<file path="src/rtl/instruction_fetch_pkg.sv">
// Shared encodings for the fetch stage: FSM state codes and the reset NOP.
package instruction_fetch_pkg;

    typedef enum logic [2:0] {
        ST_BOOT  = 3'd0,
        ST_REQ   = 3'd1,
        ST_WAIT  = 3'd2,
        ST_EXEC  = 3'd3,
        ST_FAULT = 3'd4
    } fetch_state_e;

    // addi x0,x0,0 -- harmless instruction shown to decode before the first fetch.
    localparam logic [31:0] NOP_INSTR_DEFAULT = 32'h0000_0013;

    // A fetch address must be word aligned; anything else is a fault.
    function automatic logic is_misaligned(input logic [31:0] addr);
        return addr[1:0] != 2'b00;
    endfunction

endpackage

</file>
<file path="src/rtl/instruction_fetch_event_counter.sv">
// Enable-driven wrapping event counter (retired instructions, cycles, perf events).
module event_counter #(
    parameter int WIDTH = 32
) (
    input  logic             clk,
    input  logic             rst_n,
    input  logic             en_i,
    output logic [WIDTH-1:0] count_o
);

    logic [WIDTH-1:0] count_q;

    // Count one event per enabled cycle; wraps naturally at 2^WIDTH.
    always_ff @(posedge clk or negedge rst_n) begin
        if (!rst_n) begin
            count_q <= '0;
        end else if (en_i) begin
            count_q <= count_q + {{(WIDTH-1){1'b0}}, 1'b1};
        end
    end

    assign count_o = count_q;

endmodule

</file>
<file path="src/rtl/instruction_fetch.sv">
// Fetch stage: owns the PC, fetches one word per instruction over a req/ready +
// rvalid handshake, presents it to decode, applies branch redirects and counts
// retired instructions.
module instruction_fetch
    import instruction_fetch_pkg::*;
#(
    parameter logic [31:0] RESET_PC  = 32'h0000_0000,
    parameter logic [31:0] NOP_INSTR = NOP_INSTR_DEFAULT
) (
    input  logic        clk,
    input  logic        rst_n,
    output logic        imem_req,
    output logic [31:0] imem_addr,
    input  logic        imem_ready,
    input  logic        imem_rvalid,
    input  logic [31:0] imem_rdata,
    input  logic        branch_taken,
    input  logic [31:0] branch_target,
    input  logic        hold,
    output logic [31:0] pc,
    output logic [31:0] pc_plus4,
    output logic [31:0] instruction,
    output logic        stale,
    output logic        fetch_err,
    output logic [31:0] instret
);

    fetch_state_e state_q, state_d;
    logic [31:0]  pc_q, pc_d;
    logic [31:0]  instr_q, instr_d;
    logic         err_q, err_d;
    logic         retire;
    logic [31:0]  next_pc;

    // hold wins over branch_taken: a frozen instruction must not redirect.
    assign next_pc = branch_taken ? branch_target : pc_q + 32'd4;

    // State, PC, instruction and fault registers.
    always_ff @(posedge clk or negedge rst_n) begin
        if (!rst_n) begin
            state_q <= ST_BOOT;
            pc_q    <= RESET_PC;
            instr_q <= NOP_INSTR;
            err_q   <= 1'b0;
        end else begin
            state_q <= state_d;
            pc_q    <= pc_d;
            instr_q <= instr_d;
            err_q   <= err_d;
        end
    end

    // Next-state and handshake/output decode.
    always_comb begin
        state_d  = state_q;
        pc_d     = pc_q;
        instr_d  = instr_q;
        err_d    = err_q;
        imem_req = 1'b0;
        stale    = 1'b1;
        retire   = 1'b0;
        unique case (state_q)
            ST_BOOT: begin
                state_d = ST_REQ;
            end
            ST_REQ: begin
                // Address comes straight from pc_q, so it is stable until accepted.
                imem_req = 1'b1;
                if (imem_ready) begin
                    state_d = ST_WAIT;
                end
            end
            ST_WAIT: begin
                if (imem_rvalid) begin
                    instr_d = imem_rdata;
                    state_d = ST_EXEC;
                end
            end
            ST_EXEC: begin
                if (!hold) begin
                    stale  = 1'b0;
                    retire = 1'b1;
                    if (is_misaligned(next_pc)) begin
                        // Faulting redirect retires the current instruction but
                        // leaves pc on it for diagnosis.
                        err_d   = 1'b1;
                        state_d = ST_FAULT;
                    end else begin
                        pc_d    = next_pc;
                        state_d = ST_REQ;
                    end
                end
            end
            ST_FAULT: begin
                state_d = ST_FAULT;
            end
            default: begin
                state_d = ST_BOOT;
            end
        endcase
    end

    event_counter #(.WIDTH(32)) u_instret (
        .clk     (clk),
        .rst_n   (rst_n),
        .en_i    (retire),
        .count_o (instret)
    );

    assign imem_addr   = pc_q;
    assign pc          = pc_q;
    assign pc_plus4    = pc_q + 32'd4;
    assign instruction = instr_q;
    assign fetch_err   = err_q;

endmodule

</file>
<file path="config.mk">
export PLATFORM = sky130hd
export DESIGN_NAME = instruction_fetch
export DESIGN_NICKNAME = d
export VERILOG_FILES = /design/src/rtl/instruction_fetch_pkg.sv /design/src/rtl/instruction_fetch_event_counter.sv /design/src/rtl/instruction_fetch.sv
export SDC_FILE = /design/constraint.sdc
export NUM_CORES = 1
export LEC_CHECK = 0
export ABC_AREA = 1
export ABC_CLOCK_PERIOD_IN_PS = 2000
export CORE_ASPECT_RATIO = 1.25
export CORE_MARGIN = 2
export CORE_UTILIZATION = 44
export DETAILED_ROUTE_END_ITERATION = 12
export GPL_TIMING_DRIVEN = 1
export PLACE_DENSITY = 0.81
export SYNTH_ARGS = -nofsm -noshare
export SYNTH_HDL_FRONTEND = slang
export SYNTH_SLANG_ARGS = --single-unit
</file>
<file path="constraint.sdc">
create_clock -name clk -period 2 [get_ports clk]
set_input_delay 0.6 -clock clk [delete_from_list [all_inputs] [get_ports clk]]
set_output_delay 0.6 -clock clk [all_outputs]
set_load 0.01 [all_outputs]
</file>
# Yosys cells after proc, flatten, opt, wreduce, memory -nomap -nowiden

Cells that the tools add are included.

Register bits: 100
Bits of input ports: 70
Output and inout port bits: 163

Add/subtract/negate cells: 2
Eq/ne operators: 7
Muxes and demuxes: 11
Bitwise gates (word level): 2
Reductions and logical operators: 6

Operators by type and width:

| operator                                            | number |
|---|---|
| adder 32 x 1 -> 32 bit, second input constant       | 1 |
| adder 32 x 3 -> 32 bit, second input constant       | 1 |
| two-way mux 32 bit                                  | 1 |
| one-hot mux 3 bit (5 select lines)                  | 1 |
| two-way mux 3 bit                                   | 4 |
| AND reduction 3 bit                                 | 3 |
| equality test 3 x 2 -> 1 bit, second input constant | 2 |
| inequality test 2 bit, second input constant        | 3 |
| two-way mux 1 bit                                   | 5 |
| equality test 3 x 1 -> 1 bit, second input constant | 1 |
| equality test 3 bit, second input constant          | 1 |
| zero test 3 bit                                     | 1 |
| NOT 1 bit                                           | 2 |
| AND reduction 2 bit                                 | 1 |
| nonzero test 2 bit                                  | 1 |

# Depth between registers and ports, before layout

Gate-level depths: netlist of the first run.

Word-level depth: 6
Mapped depth: 10
Depth with buffers taken out: 10

# Modules after synthesis

Synthesis of the first run repeated with hierarchy kept, for this count alone.

Cell total of the unflattened synthesis: 778
Area, all modules: 5913.2 µm²

By module, submodules not included:

| module            | times used | cells an instance | area an instance (µm²) | seq. area each (µm²) |
|---|---|---|---|---|
| instruction_fetch | 1          | 549               | 4151.5                 | 1705.4 |
| event_counter     | 1          | 229               | 1761.7                 | 800.8 |

# Worst setup path before layout of the first run

OpenSTA, ideal clock, no wires.

Path kind: register to output
From: register pc_q[3], in the netlist imem_addr[3]
To: output port pc_plus4[22]
Arrival: 1.421 ns
Setup slack: -0.021 ns
Cell stages (with the launch flop): 8
Cells stage by stage: dfrtp_1 -> ha_1 -> nand2_1 -> nor2_1 -> nand2_1 -> nor2_2 -> nand3_1 -> nand2_1

Longest elaborated chain between the ends: 1

RTL lines:

| what                   | RTL line                 | text |
|---|---|---|
| start, declared        | instruction_fetch.sv:29  | `logic [31:0] pc_q, pc_d;` |
| start signal, assigned | instruction_fetch.sv:47  | `pc_q <= pc_d;` |
| adder 32 x 3 -> 32 bit | instruction_fetch.sv:112 | `assign pc_plus4 = pc_q + 32'd4;` |
| end, declared          | instruction_fetch.sv:21  | `output logic [31:0] pc_plus4,` |

No other way between the ends.

# Final worst setup path of the first run

From: register pc_q[2], in the netlist imem_addr[2]
To: output port pc_plus4[15]

The elaborated chain is that of the path after synthesis.

==> out/metrics.cfg, run 1 <==
[run_status]
outcome=finished with violations
violations=negative setup slack

[cts]
clock_latency_ns=0.35
cts.clk_slew.worst_paths_ns=0.08
h-tree-depth=3
cts.path.max_buffers=2
cts_buffers=9
ctsHoldBuffers=0
root_buffer=clkbuf_16
cts_tree=done
clkSinkCount=100

[yosys]
synth.net_count=874
synth_compound_area_share_pct=3.71
synth_top_family_by_area=simple AND/OR/NAND/NOR gates
ys_seq_area_share_pct=42.7
synthCells=802
synth_xor_area_share_pct=3.88
synthArstFlopShare_pct=100
synthFlopType=dfrtp_1
ys_warn_count=0
ys_seq_elements=100
synth_area_um2=5870
synth_simple_gate_area_share_pct=33.2
syn_avg_cell_area_um2=7.32
synth_edf_count=0
synthMuxAreaShare_pct=6.13
synth_cell_type_count=33
synth_adder_area_share_pct=0.426

[setup_path]
r2r_slack_ns=-0.37
crit_slowest_cell=dfrtp_2
worstSetupPathType=reg2out
crit_arrival_ns=1.83
crit_buf_inv=5
critPathTopFamily=buffers and inverters
endpoint_kind=primary output
critPathMaxStageDelay_ns=0.41
crit_chain=inv_2 > nor2_4 > buf_6 > nand2_4 > nor2_4 > buf_6 > buf_6 > nand2_4 > nand2_4 > buf_6
cpMostUsedCell=buf_6
worstPathRequired_ns=1.40
start_kind=flip-flop
cp-startpoint=imem_addr[2]
cp_max_fo=5
rr_startpoint=imem_addr[2]

[timing]
max_freq_mhz=412
skew_ns=0.0149
rsz0062_at_grt=true
finalSetupViolCount=31
post-route-period-util_pct=121
worst_pin_slew_ns=0.523
post-route-min-period_ns=2.43
maxSlewHeadroom_pct=65.1
finalHoldViolCount=0
slew_violations=0
fin_ws_ns=-0.426

[layout]
finalInstanceArea_um2=10000
diodes=0
final_nets=1213
layout-drive-gt1-share_pct=31.0
nFillCells=905
area_growth_pct=71.1

[detailed_routing]
via_per_inst=5.05
wl_per_cell_um=15.7
first_iter_violations=395
firstDrtPassIters=5
drc=0
via_count=6651
wl_um=20600
final_antenna_net_count=0

[global_routing]
grt_antenna_before_repair=0
grt_use_met3_pct=4.99
gr-total-overflow=0
grt_pass1_wl_um=30600
use_met1_pct=31.9
grt_use_met2_pct=46.6
track_usage_pct=26.8
grt_most_used_layer=met2
grt_pass1_vias=6525
grt_max_degree=44

[floorplanning]
design.portCount=233
coreArea_um2=13200
dieArea_um2=14300
chipWidth_um=107
floorplan.initialDensity_pct=44.6
rows=47
die_h_um=133

[power_and_ir_drop]
swShare_pct=39.0
p_clk_share_pct=14.3
pwr_density_cell_nw_per_um2=1210
leakage_nw=5.01
switchingPower_mw=4.74
power.internal_mw=7.43
pwr-share-comb_pct=58.2
vdd_drop_max_v=0.000888
power_frac_seq_pct=27.5

[place]
dp_slack_ns=-0.584
io_buffers=232
hpwl_um=13700
place.gp.congestion=0.905
place_area_um2=8770

[min_path]
min_path_type=in2async

[job]
maxCapViolCount=0

-- cell families after synthesis --
kind of cell,Yosys count
and+or+nand+nor,485
buffers and inverters,119
DFF,100
AOI/OAI and AO/OA,38
muxes,32
xor gates and xnor gates,26
adders and majority gates,2
-- stage by stage --
| stage | utilization (%) | cells | hold slack [ns] | TNS (ns) | power (mW) |
|---|---|---|---|---|---|
| 2_1_floorplan | - | 802 | 0.304 | 0 | 6.05 |
| 5_1_grt | 76.3 | 1317 | 0.177 | -11.59 | 12.8 |
| 6_report | 76.3 | 1317 | 0.161 | -9.58 | 12.2 |
| 3_3_place_gp | 66.6 | 1239 | 0.449 | -17.12 | 9.54 |
| 4_1_cts | 72.4 | 1299 | 0.164 | -7.06 | 11.5 |
| 3_5_place_dp | 66.6 | 1239 | 0.463 | -19.17 | 9.70 |
-- state kept, by name, indices dropped and copies added, names as in the netlist --
register and count:
instruction 32, u_instret.count_o 32, fetch_err 1, imem_addr 32, state_q 3
-- final cells by class --
class,instances,area [um^2],share of cell area (%)
tap,171,214,2.13
sequential,100,2520,25.1
multi-input combinational,583,3310,32.9
clock inverter,7,66.3,0.660
inverter,70,267,2.65
timing repair buffer,377,3450,34.3
clock buffer,9,225,2.24
-- worst paths after layout --
| check | endpoint | cells past startpoint |
|---|---|---|
| min in group clk | fetch_err | 2 |
| min reg2reg | fetch_err | 2 |
| min | imem_addr[3] | 1 |
| max | pc_plus4[15] | 10 |
| max in group asynchronous | instruction[4] | 2 |
| max reg2reg | imem_addr[19] | 17 |
-- power groups by stage --
stage	logic [mW]	registers [mW]	clock network [mW]
2_1_floorplan	2.31	3.74	0
3_3_place_gp	6.25	3.29	0
3_5_place_dp	6.36	3.34	0
4_1_cts	6.49	3.30	1.75
5_1_grt	7.54	3.42	1.83
6_report	7.09	3.35	1.73
-- timing repair --
item | CTS | global route
setup endpoints to repair | 76 | 56
buffers inserted | 44 | 20
pin swaps | 42 | 34
gates cloned | 0 | 0
gates resized for setup | 278 | 106
-- synth_stat cells, types with 5 or more instances --
cell      number  share of area, %
clkbuf_1       5              0.32
nor2_1       141               9.0
buf_2          7              0.60
nand3_1       40               3.4
buf_4         35               4.5
nor2_2         6              0.64
dfrtp_1       97                41
nand4_1        5              0.53
xnor2_1       14               2.1
mux2_2        32               6.1
inv_1         67               4.3
o21ai_0       26               2.2
xor2_1        12               1.8
nand2_1      278                18
nand3b_1       5              0.64
-- layout by cell type (no fill, tap or decap), types with 6 or more instances in the layout --
cell type        Yosys  routed
nand3_2              0       6
mux2_2              32      32
nor2_2               6      13
nor2_4               0      23
dfrtp_2              0      10
nand2_4              0      12
dfrtp_1             97      87
nor2_1             141     111
dlymetal6s2s_1       0      13
dlygate4sd2_1        0      51
o21ai_2              0       6
clkdlybuf4s50_1      0     135
nand3_1             40      32
clkbuf_16            0       9
buf_2                7      17
buf_6                0      33
inv_1               67      64
buf_4               35     120
o21ai_0             26      17
nand2_2              3      39
nand2_1            278     230
xor2_1              12       8
xnor2_1             14      12
-- routing by layer --
| metal | wire (um) | part of all wire [%] | vias to the layer above |
|---|---|---|---|
| met5 | 0 | 0 | - |
| met4 | 928 | 4.5 | 0 |
| met3 | 1200 | 5.8 | 65 |
| met2 | 10600 | 51 | 260 |
| met1 | 7880 | 38 | 3173 |
| li1 | - | - | 3153 |
(Power assumes the default switching activity.)
==> inputs of run 2 (changes only) <==
--- a/config.mk
+++ b/config.mk
@@ -7,12 +7,14 @@
 export LEC_CHECK = 0
 export ABC_AREA = 1
 export ABC_CLOCK_PERIOD_IN_PS = 2000
+export CELL_PAD_IN_SITES_DETAIL_PLACEMENT = 1
+export CELL_PAD_IN_SITES_GLOBAL_PLACEMENT = 1
 export CORE_ASPECT_RATIO = 1.25
 export CORE_MARGIN = 2
-export CORE_UTILIZATION = 44
+export CORE_UTILIZATION = 31
 export DETAILED_ROUTE_END_ITERATION = 12
 export GPL_TIMING_DRIVEN = 1
-export PLACE_DENSITY = 0.81
+export PLACE_DENSITY_LB_ADDON = 0.1
 export SYNTH_ARGS = -nofsm -noshare
 export SYNTH_HDL_FRONTEND = slang
 export SYNTH_SLANG_ARGS = --single-unit
==> out/metrics.cfg, run 2 (synthesized netlist as in run 1, its figures left out) <==
[timing]
finalSetupViolCount=28
maxSlewHeadroom_pct=64.3
fin_ws_ns=-0.460
post-route-min-period_ns=2.46
skew_ns=0.0112
worst_pin_slew_ns=0.535
slew_violations=0
post-route-period-util_pct=123
max_freq_mhz=406
finalHoldViolCount=0
rsz0062_at_grt=true

[power_and_ir_drop]
pwr-share-comb_pct=57.5
pwr_density_cell_nw_per_um2=1200
vdd_drop_max_v=0.000551
power_frac_seq_pct=27.5
p_total_mw=12.0
leakage_nw=4.85
switchingPower_mw=4.76
swShare_pct=39.5
power.internal_mw=7.27
p_clk_share_pct=15.0

[place]
io_buffers=232
dp_cells=1300
place.gp.congestion=0.817
hpwl_um=16600
place_area_um2=8840

[floorplanning]
coreArea_um2=18700
floorplan.initialDensity_pct=31.4
die_h_um=158
dieArea_um2=20100
chipWidth_um=127
design.portCount=233
rows=56

[layout]
final_nets=1217
nFillCells=2272
final_cell_mix=nand2_1 (239), clkdlybuf4s50_1 (136), buf_4 (127), nor2_1 (110), dfrtp_1 (80)
finalInstanceArea_um2=10000
fin_cells=1383
final_common_cell=nand2_1
layout-drive-gt1-share_pct=31.3
area_growth_pct=71.0

[detailed_routing]
first_iter_violations=211
final_antenna_net_count=0
via_per_inst=4.70
wl_per_cell_um=16.8
drc=0
via_count=6504
firstDrtPassIters=4
wl_um=23200

[global_routing]
gr-total-overflow=0
track_usage_pct=22.2
grt_pass1_vias=6700
grt_max_degree=44
grt_pass1_wl_um=35000
grt_antenna_before_repair=2

[cts]
ctsHoldBuffers=0
cts_tree=done
root_buffer=clkbuf_16
h-tree-depth=3
cts_buffers=9
clock_latency_ns=0.36
cts.path.max_buffers=2
cts.clk_slew.worst_paths_ns=0.08
clkSinkCount=100

[min_path]
min_path_type=in2async

[setup_path]
rr_startpoint=imem_addr[2]
endpoint_kind=primary output
start_kind=flip-flop
crit_arrival_ns=1.86
cp-startpoint=imem_addr[3]
worstSetupPathType=reg2out
worstPathRequired_ns=1.40
cp_max_fo=5

[job]
maxCapViolCount=0

[run_status]
outcome=finished with violations
violations=negative setup slack

run 2: what timing repair did:
| action | 4_1_cts | 5_1_grt |
|---|---|---|
| pin swaps | 32 | 35 |
| cloned | 0 | 1 |
| endpoints found under the setup margin | 95 | 58 |
| resized for setup | 270 | 106 |
| setup buffers | 44 | 26 |
run 2: routing by layer:
metal	up-vias	global-route usage (%)	part of all wire [%]
met5	-	0	0
met4	0	8.06	2.0
met3	35	4.33	3.7
met2	144	41.8	56
met1	3184	24.8	39
li1	3141	-	-
run 2: worst max-delay path, stage by stage, from the launching register on:
cell	delay, ns
dfrtp_2	0.39
buf_6	0.12
nand2_2	0.07
nor2_4	0.16
nand2_4	0.12
buf_4	0.16
buf_6	0.10
xor2_1	0.14
inv_1	0.09
buf_2	0.15
run 2: area by class of cell:
cell class / count / area [um^2] / area share (%)
Antenna cell: 1 / 2.50 / 0.0249
Clock buffer: 9 / 225 / 2.24
Clock inverter: 7 / 72.6 / 0.722
Inverter: 70 / 269 / 2.68
Multi-Input combinational cell: 583 / 3260 / 32.4
Sequential cell: 100 / 2530 / 25.2
Tap cell: 232 / 290 / 2.89
Timing Repair Buffer: 380 / 3400 / 33.8
Timing Repair inverter: 1 / 5.00 / 0.0498
run 2: metrics by stage:
stage                     utilization (%)  hold slack (ns)  setup WS (ns)  TNS [ns]
after CTS                            51.1            0.160         -0.406     -9.29
after floorplan                         -            0.304         0.0335         0
after global placement               47.2            0.448         -0.594    -19.05
after detailed placement             47.2            0.456         -0.620    -19.74
final                                53.7            0.150         -0.460     -9.82
after global routing                 53.7            0.169         -0.532    -12.15
run 2: worst paths after layout:
path                                               to  cells past startpoint  slack (ns)
worst max-delay path                      pc_plus4[9]                      9       -0.46
worst min-delay path            u_instret.count_o[31]                      1        0.15
worst max register to register           imem_addr[8]                     13        0.11
worst min register to register              fetch_err                      2        0.47
max in group asynchronous              instruction[1]                      2        1.21
min in group clk                            fetch_err                      2        0.47
run 2: power by group through the flow:
stage	clock [mW]	combinational [mW]	sequential, mW
3_5_place_dp	0	6.49	3.31
6_report	1.81	6.92	3.31
4_1_cts	1.86	6.48	3.28
3_3_place_gp	0	6.44	3.28
2_1_floorplan	0	2.31	3.74
5_1_grt	1.93	7.47	3.41
==> inputs of run 3 (changes only) <==
--- a/config.mk
+++ b/config.mk
@@ -7,14 +7,12 @@
 export LEC_CHECK = 0
 export ABC_AREA = 1
 export ABC_CLOCK_PERIOD_IN_PS = 2000
-export CELL_PAD_IN_SITES_DETAIL_PLACEMENT = 1
-export CELL_PAD_IN_SITES_GLOBAL_PLACEMENT = 1
 export CORE_ASPECT_RATIO = 1.25
 export CORE_MARGIN = 2
-export CORE_UTILIZATION = 31
+export CORE_UTILIZATION = 44
 export DETAILED_ROUTE_END_ITERATION = 12
 export GPL_TIMING_DRIVEN = 1
-export PLACE_DENSITY_LB_ADDON = 0.1
+export PLACE_DENSITY = 0.81
 export SYNTH_ARGS = -nofsm -noshare
 export SYNTH_HDL_FRONTEND = slang
 export SYNTH_SLANG_ARGS = --single-unit
==> results of run 3 <==
The final DEF is identical to that of run 1; final timing and power are the same.
